[config.mk]
export PLATFORM = sky130hd
export DESIGN_NAME = min_share_arb
export DESIGN_NICKNAME = d
export VERILOG_FILES = /design/src/rtl/min_share_arb_pkg.sv /design/src/rtl/min_share_arb_min2.sv /design/src/rtl/min_share_arb.sv
export SDC_FILE = /design/constraint.sdc
export NUM_CORES = 1
export LEC_CHECK = 0
export ABC_AREA = 1
export CELL_PAD_IN_SITES_DETAIL_PLACEMENT = 2
export CELL_PAD_IN_SITES_GLOBAL_PLACEMENT = 2
export CORE_MARGIN = 3
export CORE_UTILIZATION = 23
export DETAILED_ROUTE_END_ITERATION = 8
export GPL_ROUTABILITY_DRIVEN = 0
export GPL_TIMING_DRIVEN = 1
export PLACE_DENSITY_LB_ADDON = 0.1
export SYNTH_ARGS = -nofsm -noshare
export SYNTH_HDL_FRONTEND = slang
export SYNTH_SLANG_ARGS = --single-unit
export TNS_END_PERCENT = 5
[constraint.sdc]
create_clock -name clk -period 7.8 [get_ports clk]
set_input_delay 0.78 -clock clk [delete_from_list [all_inputs] [get_ports clk]]
set_output_delay 0.78 -clock clk [all_outputs]
set_load 0.02 [all_outputs]
[src/rtl/min_share_arb_pkg.sv]
// Shared defaults and helpers for the min_share_arb slice: requester count,
// operand width, result-counter width and the id-width helper.
package min_share_arb_pkg;

  localparam int NREQ_DEF = 4;
  localparam int DW_DEF   = 8;
  localparam int CNT_W    = 16;

  // Number of bits needed to encode an index in 0..n-1 (n >= 2).
  function automatic int clog2(input int n);
    int r;
    r = 0;
    for (int i = 0; i < 32; i++) begin
      if ((1 << r) < n) r = r + 1;
    end
    return r;
  endfunction

endpackage

[src/rtl/min_share_arb_min2.sv]
// Registered unsigned two-input minimum. The output register only loads when
// en is high, so the last result stays put while the consumer stalls.
module min2_reg
  import min_share_arb_pkg::*;
#(
  parameter int DW = DW_DEF
) (
  input  logic          clk,
  input  logic          rst_n,
  input  logic          en,
  input  logic [DW-1:0] a,
  input  logic [DW-1:0] b,
  output logic [DW-1:0] d
);

  // Unsigned minimum; equal operands return that common value.
  function automatic logic [DW-1:0] umin(input logic [DW-1:0] x,
                                         input logic [DW-1:0] y);
    return (x <= y) ? x : y;
  endfunction

  // Result register: cleared by reset, loaded only on a grant.
  always_ff @(posedge clk or negedge rst_n) begin
    if (!rst_n)  d <= '0;
    else if (en) d <= umin(a, b);
  end

endmodule

[src/rtl/min_share_arb.sv]
// Round-robin arbiter sharing one registered min unit among NREQ requesters.
// A grant is issued combinationally whenever the single result slot is free;
// the granted operands are captured on that edge and the result, tagged with
// the requester index, appears one cycle later and is held until accepted.
module min_share_arb
  import min_share_arb_pkg::*;
#(
  parameter  int NREQ = NREQ_DEF,
  parameter  int DW   = DW_DEF,
  localparam int IDW  = clog2(NREQ)
) (
  input  logic                 clk,
  input  logic                 rst_n,
  input  logic [NREQ-1:0]      req,
  input  logic [NREQ*DW-1:0]   a_i,
  input  logic [NREQ*DW-1:0]   b_i,
  output logic [NREQ-1:0]      gnt,
  output logic                 res_valid,
  input  logic                 res_ready,
  output logic [DW-1:0]        res_data,
  output logic [IDW-1:0]       res_id,
  output logic [CNT_W-1:0]     done_cnt
);

  logic [IDW-1:0]   ptr_p0;
  logic [IDW-1:0]   ptr_nxt;
  logic             slot_free;
  logic             gnt_any;
  logic [IDW-1:0]   gnt_idx;
  logic [DW-1:0]    a_sel;
  logic [DW-1:0]    b_sel;
  logic             vld_p1;
  logic [IDW-1:0]   res_id_p1;
  logic [CNT_W-1:0] done_cnt_p1;

  // (p + k) mod NREQ for k in 0..NREQ-1; handles non-power-of-two NREQ.
  function automatic logic [IDW-1:0] wrap_idx(input logic [IDW-1:0] p,
                                              input int k);
    int s;
    s = int'(p) + k;
    if (s >= NREQ) s = s - NREQ;
    return IDW'(s);
  endfunction

  // The slot can take a new result if it is empty or being drained this cycle.
  assign slot_free = !res_valid || res_ready;

  // Round-robin search starting at ptr; gated off in reset and when the slot is busy.
  always_comb begin
    gnt     = '0;
    gnt_any = 1'b0;
    gnt_idx = '0;
    ptr_nxt = ptr_p0;
    for (int k = 0; k < NREQ; k++) begin
      if (!gnt_any && req[wrap_idx(ptr_p0, k)]) begin
        gnt_any = 1'b1;
        gnt_idx = wrap_idx(ptr_p0, k);
      end
    end
    if (!(rst_n && slot_free)) begin
      gnt_any = 1'b0;
      gnt_idx = '0;
    end
    if (gnt_any) begin
      gnt[gnt_idx] = 1'b1;
      ptr_nxt      = wrap_idx(gnt_idx, 1);
    end
  end

  // Operand mux selecting the granted requester's A/B pair.
  always_comb begin
    a_sel = '0;
    b_sel = '0;
    for (int i = 0; i < NREQ; i++) begin
      if (gnt_idx == IDW'(i)) begin
        a_sel = a_i[i*DW +: DW];
        b_sel = b_i[i*DW +: DW];
      end
    end
  end

  // ---- stage p0 -> p1: operands captured into the min unit on a grant ----
  min2_reg #(
    .DW (DW)
  ) u_min2 (
    .clk   (clk),
    .rst_n (rst_n),
    .en    (gnt_any),
    .a     (a_sel),
    .b     (b_sel),
    .d     (res_data)
  );

  // Priority pointer: moves past the winner, holds when nothing is granted.
  always_ff @(posedge clk or negedge rst_n) begin
    if (!rst_n) ptr_p0 <= '0;
    else        ptr_p0 <= ptr_nxt;
  end

  // Result valid and owner id: loaded on grant, cleared on accept without a new grant.
  always_ff @(posedge clk or negedge rst_n) begin
    if (!rst_n) begin
      vld_p1    <= 1'b0;
      res_id_p1 <= '0;
    end else if (gnt_any) begin
      vld_p1    <= 1'b1;
      res_id_p1 <= gnt_idx;
    end else if (res_ready) begin
      vld_p1    <= 1'b0;
    end
  end

  // Accepted-result counter, free-running modulo 2^CNT_W.
  always_ff @(posedge clk or negedge rst_n) begin
    if (!rst_n)                 done_cnt_p1 <= '0;
    else if (vld_p1 && res_ready) done_cnt_p1 <= done_cnt_p1 + CNT_W'(1);
  end

  assign res_valid = vld_p1;
  assign res_id    = res_id_p1;
  assign done_cnt  = done_cnt_p1;

endmodule

==> results.json <==
{
  "leakagePower_nw": 1.802,
  "hold_viol": 0,
  "crit_fanout": 30,
  "cts_tree": "done",
  "ys_async_sr_fraction": 1.000,
  "wirelength_mm": 9.027,
  "synth_edf_count": 0,
  "final_max_slew_viol_count": 0,
  "routed_via_density": 4.580,
  "synth_flop_cell": "dfrtp_1",
  "routed-via-count": 2716,
  "end_kind": "flop",
  "clock_sinks": 29,
  "initialDrtViolationCount": 54,
  "rrSetupSlack_ps": 2960,
  "grt_use_total": 0.1565,
  "area_growth_pct": 51.25,
  "synth_nets": 446,
  "overflow": 0,
  "dieArea_mm2": 0.01170,
  "htree_levels": 2,
  "grt_pass1_vias": 2926,
  "fin_tns_setup_ps": 0,
  "ant_nets": 0,
  "power_density_mw_per_mm2": 419.0,
  "drive_above_1_share": 0.05000,
  "die_width_um": 108.1,
  "chipHeight_um": 108.1,
  "reg2reg_to": "u_min2.d[5]",
  "numCtsBuffers": 5,
  "cts_hold_buf": 0,
  "postCtsSetupRepairBufs": 0,
  "min-delay-start": "done_cnt[15]",
  "place_hpwl_mm": 7.389,
  "fmax_ghz": 0.1946,
  "core_mm2": 0.009955,
  "clkTransAtPathRegs_ps": 70,
  "boundaryPins": 102,
  "whs_path_depth": 1,
  "worstSkewPairLatency_ps": 280,
  "worstHoldPathType": "flop to flop",
  "fp-row-count": 36,
  "seq_area_frac_synth": 0.3024,
  "nets": 543,
  "timing.rr.start": "ptr_p0[0]",
  "insertedDiodeCount": 0,
  "fillCellCount": 1189,
  "yosysUniqueCellTypes": 30,
  "yosysWarnings": 0,
  "syn_inst": 362,
  "grt_max_degree": 31,
  "port_buffers": 101,
  "cp.arrival_ps": 5360,
  "wire_per_inst_um": 15.22,
  "synth_top_area_frac": 0.3024,
  "netlist_area_mm2": 0.002400,
  "startpoint_type": "input pin",
  "drv_cap": 0,
  "rsz0062_at_grt": "false",
  "yosysMostFrequentCell": "nand2_1",
  "placed_area_mm2": 0.003513,
  "ff2ff_path_depth": 23,
  "ys_ff_latch": 29,
  "dr.pass1.iters": 4,
  "grt_pass1_wl_mm": 14.90,
  "required_ps": 8020,
  "critPathKind": "input pin to flop",
  "ir_drop_mv": 0.1333,
  "antenna_found_initial": 0,
  "finClkSkew_ps": 8.749,
  "drcViolationCount": 0,
  "final_area_mm2": 0.003630,
  "max_slew_margin": 0.5639,
  "syn_area_per_cell_um2": 6.629,
  "synth_area_leaders": "dfrtp_1 (30%), nand2_1 (21%), ha_1 (6.8%)",
  "cts_root_buffer": "clkbuf_8",
  "start_util": 0.2411,
  "fin_crit_ps": 5139,
  "synth_commonest_cells": "nand2_1 (137), a21oi_1 (32), inv_1 (30), nor2_1 (30), dfrtp_1 (29)",
  "status": "finished clean",
  "finalSetupViolations": 0,
  "worst_pin_slew_ps": 654.1,
  "synth_area_leader_cell": "dfrtp_1",
  "post_cts_resized": 0,
  "cts_buffer_depth": 2,
  "holdPathEnd": "done_cnt[15]",
  "post-route-period-util": 0.6589
}
stage by stage:
stage / utilization / hold WS, ps / instances / worst slack (ps) / power, W
floorplan: - / 484.4 / 362 / 4070 / 0.001017
global placement: 0.3529 / 473.1 / 585 / 2394 / 0.001344
detailed placement: 0.3529 / 470.4 / 585 / 2209 / 0.001388
CTS: 0.3646 / 483.4 / 593 / 2491 / 0.001560
global route: 0.3646 / 515.4 / 593 / 2038 / 0.001731
finish: 0.3646 / 477.8 / 593 / 2661 / 0.001521
worst max-delay path: stages:
cell	delay, ps
clkdlybuf4s50_1	460
buf_4	350
o21a_1	300
nand2_1	80
inv_1	50
nand2_1	110
inv_1	100
ha_1	580
inv_1	430
o21ai_0	450
a21oi_1	190
ha_1	320
nand2_1	70
nor2_1	140
nand4_1	300
nand2_1	350
nand2_1	100
nand2_1	80
nand2_1	60
nand2_1	60
layer usage:
layer  global-route usage  up-vias  part of all wire
li1                     -     1348                 -
met1               0.2070     1288              0.46
met2               0.2664       76              0.47
met3              0.03284        4             0.065
met4              0.02705        0            0.0060
met5                    0        -                 0
sequential cells by signal, summed over array words and instances (netlist names):
register and count:
res_id 2, u_min2.d 8, ptr_p0 2, done_cnt 16, res_valid 1
how the worst max path moves through the flow:
| stage | start | endpoint | slack [ps] | cells after the start |
|---|---|---|---|---|
| 2_1_floorplan | req[3] | u_min2.d[0] | 4070 | 26 |
| 3_3_place_gp | rst_n | u_min2.d[4] | 2390 | 20 |
| 3_5_place_dp | rst_n | u_min2.d[5] | 2210 | 20 |
| 4_1_cts | rst_n | u_min2.d[5] | 2490 | 20 |
| 5_1_grt | rst_n | u_min2.d[3] | 2040 | 20 |
| 6_report | rst_n | u_min2.d[5] | 2660 | 20 |
power breakdown:
| part | total (W) | switching [W] | leakage, nW | internal, W |
|---|---|---|---|---|
| logic | 0.00112 | 0.000695 | 1.37 | 0.000421 |
| registers | 0.000245 | 0.0000485 | 0.372 | 0.000196 |
| clock network | 0.000160 | 0.0000561 | 0.0585 | 0.000104 |
| total | 0.00152 | 0.000800 | 1.80 | 0.000721 |
logic make-up after synthesis:
group                      synth area share
DFF                                  0.3024
xor gates and xnor gates            0.05475
adders and majority gates           0.06778
AOI/OAI and AO/OA                    0.1324
and+or+nand+nor                      0.3598
buffers and inverters               0.08289
final cells by class:
cell class	count	area [um2]	area share
multi-input combinational	287	1475	0.4064
timing repair buffer	102	1018	0.2806
sequential	29	725.7	0.1999
tap	133	166.4	0.04585
inverter	34	127.6	0.03516
clock buffer	7	86.33	0.02378
clock inverter	1	30.03	0.008273
cell usage in the layout, fill, tap and decap left out:
cell             netlist  layout
nand2_2                5       5
nand3b_1               1       1
clkbuf_8               0       6
o21ai_1                2       2
o21a_1                 2       2
nor3_1                 2       2
nand2_1              137     137
a22o_1                 1       1
inv_2                  4       4
o21bai_1               1       1
clkbuf_1               1       1
nand3_2                2       2
clkdlybuf4s50_1        0     101
inv_1                 30      30
nor2_2                 1       1
bufinv_16              0       1
xor2_1                 9       9
o21ai_0                4       4
xnor2_1                6       6
nor2_4                 1       1
ha_1                  13      13
a21oi_1               32      32
nand2_4                1       1
a31oi_1                1       1
o211ai_1              10      10
nor2_1                30      30
nand3_1               20      20
dfrtp_1               29      29
nand3b_4               1       1
nand4_1                3       3
a21o_1                 2       2
buf_4                  0       1
Note: power is estimated with default switching activity, not from simulation.
